## config.mk

```make
export PLATFORM = sky130hd
export DESIGN_NAME = gfx_irq_ctrl_flat
export DESIGN_NICKNAME = d
export VERILOG_FILES = /design/src/rtl/gfx_irq_ctrl_if.sv /design/src/rtl/gfx_irq_ctrl.sv /design/src/flat_wrapper.sv
export SDC_FILE = /design/constraint.sdc
export NUM_CORES = 1
export LEC_CHECK = 0
export CAP_MARGIN = 0
export CORE_UTILIZATION = 50
export DETAILED_ROUTE_END_ITERATION = 8
export MAX_ROUTING_LAYER = met4
export PLACE_DENSITY = 0.87
export SLEW_MARGIN = 20
export SYNTH_ARGS = -nofsm -noshare
export SYNTH_HDL_FRONTEND = slang
export SYNTH_SLANG_ARGS = --single-unit
```

## constraint.sdc

```tcl
create_clock -name clk -period 4.6 [get_ports clk]
set_input_delay 0.69 -clock clk [delete_from_list [all_inputs] [get_ports clk]]
set_output_delay 0.69 -clock clk [all_outputs]
set_load 0.005 [all_outputs]
```

## src/rtl/gfx_irq_ctrl_if.sv

```systemverilog
// Register request/response port of gfx_irq_ctrl.
// Latency: response one cycle after the accepting edge.
// Backpressure: none; the slave always accepts (reg_ready tied high).
//
// Signals:
//   reg_valid/reg_write/reg_addr/reg_wdata : request, master -> slave
//   reg_ready                              : accept, slave -> master
//   rsp_valid/rsp_rdata/rsp_err            : registered response, slave -> master
interface gfx_irq_ctrl_if;
  logic        reg_valid;
  logic        reg_ready;
  logic        reg_write;
  logic [4:0]  reg_addr;
  logic [31:0] reg_wdata;
  logic        rsp_valid;
  logic [31:0] rsp_rdata;
  logic        rsp_err;

  modport master (
    output reg_valid,
    output reg_write,
    output reg_addr,
    output reg_wdata,
    input  reg_ready,
    input  rsp_valid,
    input  rsp_rdata,
    input  rsp_err
  );

  modport slave (
    input  reg_valid,
    input  reg_write,
    input  reg_addr,
    input  reg_wdata,
    output reg_ready,
    output rsp_valid,
    output rsp_rdata,
    output rsp_err
  );
endinterface

```

## src/rtl/gfx_irq_ctrl.sv

```systemverilog
// Interrupt aggregator: NUM_SRC level/edge sources -> pending -> mask -> route onto NUM_OUT irq lines.
// Latency: src to irq 2 cycles (4 with GFX_IRQ_CTRL_SYNC_EN); register response 1 cycle after request.
// Backpressure: none; every register request is accepted in the cycle it is presented.
//
// Ports:
//   clk, rst : clock, asynchronous active-high reset
//   src      : raw interrupt inputs, one bit per source
//   bus      : gfx_irq_ctrl_if.slave register port (request / registered response)
//   irq      : registered irq lines toward the scheduler
//
// Optional build macro: GFX_IRQ_CTRL_SYNC_EN -- adds a 2-flop synchroniser on each src bit.
//
// Register map (word address):
//   0x00 PENDING (RO)  0x01 CLEAR (W1C, reads 0)  0x02 MASK (RW, 1 = enabled)
//   0x03 MODE (RW, 1 = edge)  0x04 RAW (RO, qualified src)  0x10+i ROUTE[i] (RW)
//   anything else: rsp_err = 1, read data 0, write dropped.
module gfx_irq_ctrl #(
  parameter int NUM_SRC = 8,
  parameter int NUM_OUT = 4
) (
  input  logic               clk,
  input  logic               rst,
  input  logic [NUM_SRC-1:0] src,
  gfx_irq_ctrl_if.slave      bus,
  output logic [NUM_OUT-1:0] irq
);

  localparam int OUT_W = (NUM_OUT > 1) ? $clog2(NUM_OUT) : 1;
  // One extra route bit so that a selection beyond the last line survives
  // readback unchanged; such a value simply never matches any line.
  localparam int RTE_W = OUT_W + 1;

  localparam logic [4:0] A_PENDING = 5'h00;
  localparam logic [4:0] A_CLEAR   = 5'h01;
  localparam logic [4:0] A_MASK    = 5'h02;
  localparam logic [4:0] A_MODE    = 5'h03;
  localparam logic [4:0] A_RAW     = 5'h04;

  // ------------------------------------------------------------------
  // Source qualification
  // ------------------------------------------------------------------
  logic [NUM_SRC-1:0] q;

`ifdef GFX_IRQ_CTRL_SYNC_EN
  logic [NUM_SRC-1:0] sync1_d, sync1_q;
  logic [NUM_SRC-1:0] sync2_d, sync2_q;

  always_comb begin
    sync1_d = src;
    sync2_d = sync1_q;
  end

  always_ff @(posedge clk or posedge rst) begin
    if (rst) begin
      sync1_q <= '0;
      sync2_q <= '0;
    end else begin
      sync1_q <= sync1_d;
      sync2_q <= sync2_d;
    end
  end

  assign q = sync2_q;
`else
  // Sources are synchronous to clk in this build.
  assign q = src;
`endif

  // ------------------------------------------------------------------
  // State
  // ------------------------------------------------------------------
  logic [NUM_SRC-1:0] mask_d,    mask_q;
  logic [NUM_SRC-1:0] mode_d,    mode_q;
  logic [NUM_SRC-1:0] pending_d, pending_q;
  logic [NUM_SRC-1:0] q_d_d,     q_d_q;
  logic [RTE_W-1:0]   route_d [NUM_SRC];
  logic [RTE_W-1:0]   route_q [NUM_SRC];
  logic [NUM_OUT-1:0] irq_d,     irq_q;
  logic               rsp_valid_d, rsp_valid_q;
  logic [31:0]        rsp_rdata_d, rsp_rdata_q;
  logic               rsp_err_d,   rsp_err_q;

  // ------------------------------------------------------------------
  // Address decode
  // ------------------------------------------------------------------
  logic               sel_pending;
  logic               sel_clear;
  logic               sel_mask;
  logic               sel_mode;
  logic               sel_raw;
  logic [NUM_SRC-1:0] sel_route;
  logic               addr_hit;
  logic               wr_en;
  logic               rd_en;

  always_comb begin
    sel_pending = (bus.reg_addr == A_PENDING);
    sel_clear   = (bus.reg_addr == A_CLEAR);
    sel_mask    = (bus.reg_addr == A_MASK);
    sel_mode    = (bus.reg_addr == A_MODE);
    sel_raw     = (bus.reg_addr == A_RAW);
    sel_route   = '0;
    for (int i = 0; i < NUM_SRC; i++) begin
      sel_route[i] = (bus.reg_addr == 5'(16 + i));
    end
    addr_hit = sel_pending | sel_clear | sel_mask | sel_mode | sel_raw | (|sel_route);
    // Unmapped writes are dropped simply because no select matches.
    wr_en = bus.reg_valid & bus.reg_write;
    rd_en = bus.reg_valid & ~bus.reg_write;
  end

  // Only the low NUM_SRC bits of write data carry meaning.
  logic unused_wdata;
  assign unused_wdata = ^bus.reg_wdata[31:NUM_SRC];

  // ------------------------------------------------------------------
  // Configuration registers: writes land on the accepting edge
  // ------------------------------------------------------------------
  always_comb begin
    mask_d  = mask_q;
    mode_d  = mode_q;
    route_d = route_q;
    if (wr_en && sel_mask) begin
      mask_d = bus.reg_wdata[NUM_SRC-1:0];
    end
    if (wr_en && sel_mode) begin
      mode_d = bus.reg_wdata[NUM_SRC-1:0];
    end
    for (int i = 0; i < NUM_SRC; i++) begin
      if (wr_en && sel_route[i]) begin
        route_d[i] = bus.reg_wdata[RTE_W-1:0];
      end
    end
  end

  // ------------------------------------------------------------------
  // Pending bits
  // ------------------------------------------------------------------
  logic [NUM_SRC-1:0] rise;
  logic [NUM_SRC-1:0] clr_vec;

  always_comb begin
    rise    = q & ~q_d_q;
    clr_vec = (wr_en && sel_clear) ? bus.reg_wdata[NUM_SRC-1:0] : '0;
    // History always follows q, so a level->edge switch of a high source
    // does not look like a fresh edge.
    q_d_d   = q;
    for (int i = 0; i < NUM_SRC; i++) begin
      if (mode_q[i]) begin
        // Edge: sticky until cleared; a same-cycle edge beats the clear.
        pending_d[i] = rise[i] | (pending_q[i] & ~clr_vec[i]);
      end else begin
        // Level: pending mirrors the source; CLEAR is meaningless here.
        pending_d[i] = q[i];
      end
    end
  end

  // ------------------------------------------------------------------
  // Output routing: an irq line ORs every enabled pending source routed to it
  // ------------------------------------------------------------------
  always_comb begin
    irq_d = '0;
    for (int k = 0; k < NUM_OUT; k++) begin
      for (int i = 0; i < NUM_SRC; i++) begin
        if (pending_q[i] && mask_q[i] && (route_q[i] == RTE_W'(k))) begin
          irq_d[k] = 1'b1;
        end
      end
    end
  end

  // ------------------------------------------------------------------
  // Register response: reads see state before the accepting edge
  // ------------------------------------------------------------------
  always_comb begin
    rsp_valid_d = bus.reg_valid;
    rsp_err_d   = bus.reg_valid & ~addr_hit;
    rsp_rdata_d = '0;
    if (rd_en) begin
      if (sel_pending) begin
        rsp_rdata_d[NUM_SRC-1:0] = pending_q;
      end
      if (sel_mask) begin
        rsp_rdata_d[NUM_SRC-1:0] = mask_q;
      end
      if (sel_mode) begin
        rsp_rdata_d[NUM_SRC-1:0] = mode_q;
      end
      if (sel_raw) begin
        rsp_rdata_d[NUM_SRC-1:0] = q;
      end
      for (int i = 0; i < NUM_SRC; i++) begin
        if (sel_route[i]) begin
          rsp_rdata_d[RTE_W-1:0] = route_q[i];
        end
      end
    end
  end

  // ------------------------------------------------------------------
  // Flops
  // ------------------------------------------------------------------
  always_ff @(posedge clk or posedge rst) begin
    if (rst) begin
      mask_q      <= '0;
      mode_q      <= '0;
      pending_q   <= '0;
      q_d_q       <= '0;
      route_q     <= '{default: '0};
      irq_q       <= '0;
      rsp_valid_q <= 1'b0;
      rsp_rdata_q <= '0;
      rsp_err_q   <= 1'b0;
    end else begin
      mask_q      <= mask_d;
      mode_q      <= mode_d;
      pending_q   <= pending_d;
      q_d_q       <= q_d_d;
      route_q     <= route_d;
      irq_q       <= irq_d;
      rsp_valid_q <= rsp_valid_d;
      rsp_rdata_q <= rsp_rdata_d;
      rsp_err_q   <= rsp_err_d;
    end
  end

  assign bus.reg_ready = 1'b1;
  assign bus.rsp_valid = rsp_valid_q;
  assign bus.rsp_rdata = rsp_rdata_q;
  assign bus.rsp_err   = rsp_err_q;
  assign irq           = irq_q;

endmodule

```

## src/flat_wrapper.sv

```systemverilog
// flat-port wrapper written by rule: the top's interface ports become plain ports
module gfx_irq_ctrl_flat 
#(
  parameter int NUM_SRC = 8,
  parameter int NUM_OUT = 4
)
  (clk, rst, src, irq, bus_reg_valid, bus_reg_write, bus_reg_addr, bus_reg_wdata, bus_reg_ready, bus_rsp_valid, bus_rsp_rdata, bus_rsp_err);
  gfx_irq_ctrl_if bus_i ();
  input  logic clk;
  input  logic rst;
  input  logic [NUM_SRC-1:0] src;
  output logic [NUM_OUT-1:0] irq;
  input wire logic [$bits(bus_i.reg_valid)-1:0] bus_reg_valid;
  input wire logic [$bits(bus_i.reg_write)-1:0] bus_reg_write;
  input wire logic [$bits(bus_i.reg_addr)-1:0] bus_reg_addr;
  input wire logic [$bits(bus_i.reg_wdata)-1:0] bus_reg_wdata;
  output wire logic [$bits(bus_i.reg_ready)-1:0] bus_reg_ready;
  output wire logic [$bits(bus_i.rsp_valid)-1:0] bus_rsp_valid;
  output wire logic [$bits(bus_i.rsp_rdata)-1:0] bus_rsp_rdata;
  output wire logic [$bits(bus_i.rsp_err)-1:0] bus_rsp_err;
  assign bus_i.reg_valid = bus_reg_valid;
  assign bus_i.reg_write = bus_reg_write;
  assign bus_i.reg_addr = bus_reg_addr;
  assign bus_i.reg_wdata = bus_reg_wdata;
  assign bus_reg_ready = bus_i.reg_ready;
  assign bus_rsp_valid = bus_i.rsp_valid;
  assign bus_rsp_rdata = bus_i.rsp_rdata;
  assign bus_rsp_err = bus_i.rsp_err;
  gfx_irq_ctrl #(.NUM_SRC(NUM_SRC), .NUM_OUT(NUM_OUT)) u_core (.clk(clk), .rst(rst), .src(src), .bus(bus_i), .irq(irq));
endmodule
```

==> results.cfg <==
[worst_setup_path]
critical_path_required_ns = 4.84
timing.critical_path.slowest_cell_delay_ns = 0.94
crit_arrival_ns = 3.40
crit_slowest_cell = sky130_fd_sc_hd__clkdlybuf4s50_1
critical_path.n_buffers_inverters = 1
crit_path_start_kind = primary input
path_delay_family = simple AND/OR/NAND/NOR gates
cp-end-kind = register
critPathKind = primary input to register
critical_path.cell_chain = clkdlybuf4s50_1, or3b_1, nor3_1, mux2_2
largest_driver_fanout_on_the_critical_path = 24
r2r_setup_slack_ns = 3.13

[placement]
place_congestion = 1.15
final_hpwl_from_detailed_placement_um = 6440
place.port_buffers = 38

[clock_tree]
cts_root_buffer = sky130_fd_sc_hd__clkbuf_8
cts_tree = yes
htree_levels = 3
clock_insertion_delay_worst_skew_ns = 0.36
cts_inserted_buffers = 9
post_cts.resized_instances = 0
cts_hold_buffers = 0
clock_path_buffers = 2
clk_transition_reported_paths_ns = 0.09
tritoncts_num_sinks = 70
cts.repair_timing.setup_buffer_count = 0

[cells_and_area]
layout.filler_cells = 598
drive_gt1_share_pct = 16.5
number_of_inserted_diodes = 0
areaGrowthSynthToFinish_pct = 14.6
layout.nets = 445

[sta]
report.final.hold_viol_count = 0
worst_pin_slew_ns = 1.02
finalClockSkew_ns = 0.0107
timing.final.crit_share_pct = 68.7
final_max_slew_viol_count = 0
total_negative_setup_slack_ns = 0
min_cycle_time_layout_ns = 3.16
hold-worst-slack_ns = 0.547
report.final.setup_viol = 0
timing.slew.headroom_pct = 31.5
achievable-frequency_mhz = 317
rsz0062_at_grt = no

[worst_hold_path]
holdCritPathClass = register to register

[global_route]
gr-usage-all-layers_pct = 26.9
grt_antenna_before_repair = 0
grt_pass1_wl_um = 15000
grt_pass1_vias = 2964
grt_max_degree = 40
grt_overflow = 0

[detailed_routing]
routed-via-count = 3085
drt_iter0_drc = 440
first_drt_pass_iteration_count = 7
remaining_drc_errors = 0
postRouteAntennaNets = 0
detail_route.wirelength_um = 9200
viasPerCell = 6.17
drt-wirelength-per-cell_um = 18.4

[die]
die_width_um = 88.6
ioPinCount = 88
floorplan.initialDensity_pct = 51.7
die-area_um2 = 7860
design.core.area_um2 = 7250
die_height_um = 88.6
rows = 31

[job]
timing.max_cap.violations = 0

[pwr]
pwr_density_cell_nw_per_um2 = 343
total_leakage_power_nw = 1.81
worst_vdd_ir_uv = 130

[synthesis]
post_synthesis_cells = 359
synth_sequential_area_ratio_pct = 46.7
syn_area_um2 = 3750
ys.warnings.count = 0
synth-edff-count = 0
synth_ff_type = sky130_fd_sc_hd__dfrtp_1
synth-seq-cells = 70
synthArstFlopShare_pct = 100
synth_cell_type_count = 59
synth.avg_cell_area_um2 = 10.5

[status]
run_status = finished clean
-- cells by family after synthesis --
| family | count (synthesis) | synth area share [%] |
|---|---|---|
| multiplexers | 41 | 12.5 |
| XOR/XNOR | 1 | 0.233 |
| other | 2 | 0.200 |
| AND/OR/NAND/NOR | 127 | 18.6 |
| flip-flops | 70 | 46.7 |
| AO/OA/AOI/OAI | 70 | 14.1 |
| buffers and inverters | 48 | 7.74 |
-- synthesized netlist by cell type, types with 2 or more instances --
cell type / count / share of area, %
sky130_fd_sc_hd__a2111oi_0: 2 / 0.47
sky130_fd_sc_hd__a21oi_1: 3 / 0.40
sky130_fd_sc_hd__a221oi_1: 2 / 0.47
sky130_fd_sc_hd__a222oi_1: 4 / 1.1
sky130_fd_sc_hd__a22oi_1: 2 / 0.40
sky130_fd_sc_hd__a31oi_1: 2 / 0.33
sky130_fd_sc_hd__a32o_1: 8 / 2.1
sky130_fd_sc_hd__a32oi_1: 6 / 1.4
sky130_fd_sc_hd__buf_2: 4 / 0.53
sky130_fd_sc_hd__buf_4: 28 / 5.6
sky130_fd_sc_hd__clkbuf_1: 5 / 0.50
sky130_fd_sc_hd__conb_1: 2 / 0.20
sky130_fd_sc_hd__dfrtp_1: 70 / 47
sky130_fd_sc_hd__inv_1: 11 / 1.1
sky130_fd_sc_hd__mux2_2: 35 / 11
sky130_fd_sc_hd__mux2_4: 3 / 1.2
sky130_fd_sc_hd__mux2i_1: 3 / 0.80
sky130_fd_sc_hd__nand2_1: 35 / 3.5
sky130_fd_sc_hd__nand2b_1: 3 / 0.50
sky130_fd_sc_hd__nand3_1: 2 / 0.27
sky130_fd_sc_hd__nand3b_1: 8 / 1.6
sky130_fd_sc_hd__nand4_1: 3 / 0.50
sky130_fd_sc_hd__nor2_1: 29 / 2.9
sky130_fd_sc_hd__nor2_4: 2 / 0.60
sky130_fd_sc_hd__nor2b_1: 4 / 0.67
sky130_fd_sc_hd__nor3_1: 15 / 2.0
sky130_fd_sc_hd__nor3_2: 2 / 0.53
sky130_fd_sc_hd__nor3b_1: 5 / 1.0
sky130_fd_sc_hd__nor4_1: 5 / 0.83
sky130_fd_sc_hd__o211ai_1: 2 / 0.40
sky130_fd_sc_hd__o21a_1: 2 / 0.40
sky130_fd_sc_hd__o21ai_0: 21 / 2.8
sky130_fd_sc_hd__or3_1: 3 / 0.50
sky130_fd_sc_hd__or3b_1: 3 / 0.70
-- layout make-up --
class | instances | area [um^2] | area share, %
multi-input combinational | 264 | 1800 | 41.8
sequential | 70 | 1750 | 40.7
timing repair buffer | 40 | 395 | 9.20
clock buffer | 10 | 138 | 3.20
tap | 99 | 124 | 2.88
clock inverter | 6 | 52.6 | 1.22
inverter | 11 | 41.3 | 0.960
-- worst paths after layout --
path	to	cells after the start	from
worst max-delay path	u_core.route_q[7]	4	bus_reg_addr[1]
worst min-delay path	u_core.mask_q[3]	1	u_core.mask_q[3]
worst max register to register	u_core.bus.rsp_rdata[0]	4	u_core.route_q[0]
worst min register to register	u_core.mask_q[3]	1	u_core.mask_q[3]
max in group asynchronous	u_core.route_q[3]	3	rst
min in group asynchronous	u_core.mask_q[1]	2	rst
-- per-layer routing --
layer | up-vias | global-route usage, % | share of wire, %
met5 | - | - | 0
met4 | 0 | 14.8 | 5.5
met3 | 54 | 7.46 | 11
met2 | 240 | 41.0 | 46
met1 | 1442 | 32.2 | 38
li1 | 1349 | - | -
-- through the flow --
step                      area [um^2]  util [%]  setup slack, ns  cells  total power, mW
final                            4300      59.3             1.44    500             1.47
after global routing             4300      59.3             1.53    500             1.54
after CTS                        4300      59.3             1.63    500             1.47
after detailed placement         4110      56.7             1.28    484            0.997
after global placement           4110      56.7             1.33    484            0.985
after floorplan                  3840         -             2.14    382            0.912
-- flip-flops by register name (all words and copies together) (netlist names), 4 cells and up --
signal                cells
u_core.route_q           24
u_core.bus.rsp_rdata      8
u_core.mask_q             8
u_core.mode_q             8
u_core.pending_q          8
u_core.q_d_q              8
u_core.irq                4
-- cell usage in the layout (no fill, tap or decap), drive strengths merged, types with 2 or more instances in the layout --
cell and instances:
buf 2, nand2b 3, nor2b 4, clkbuf 10
mux2i 3, nor4 5, or3 3, a21oi 3
a32oi 6, conb 25, clkdlybuf4s50 38, dfrtp 70
nor3 17, clkinvlp 2, a22oi 2, nor3b 6
or3b 3, nand3 2, a31oi 2, a222oi 4
mux2 38, o21ai 22, or2 2, a32o 8
nand3b 8, o21a 2, o211ai 2, nand2 35
a2111oi 3, nand4 3, a221oi 3, nor2 31
inv 15
-- report_power, final --
group / switching (mW) / internal, mW / leakage, nW
clock network: 0.257 / 0.219 / 0.0918
registers: 0.0718 / 0.687 / 0.890
logic: 0.122 / 0.115 / 0.825
total: 0.451 / 1.02 / 1.81
Power figures use the tool's default switching activity.
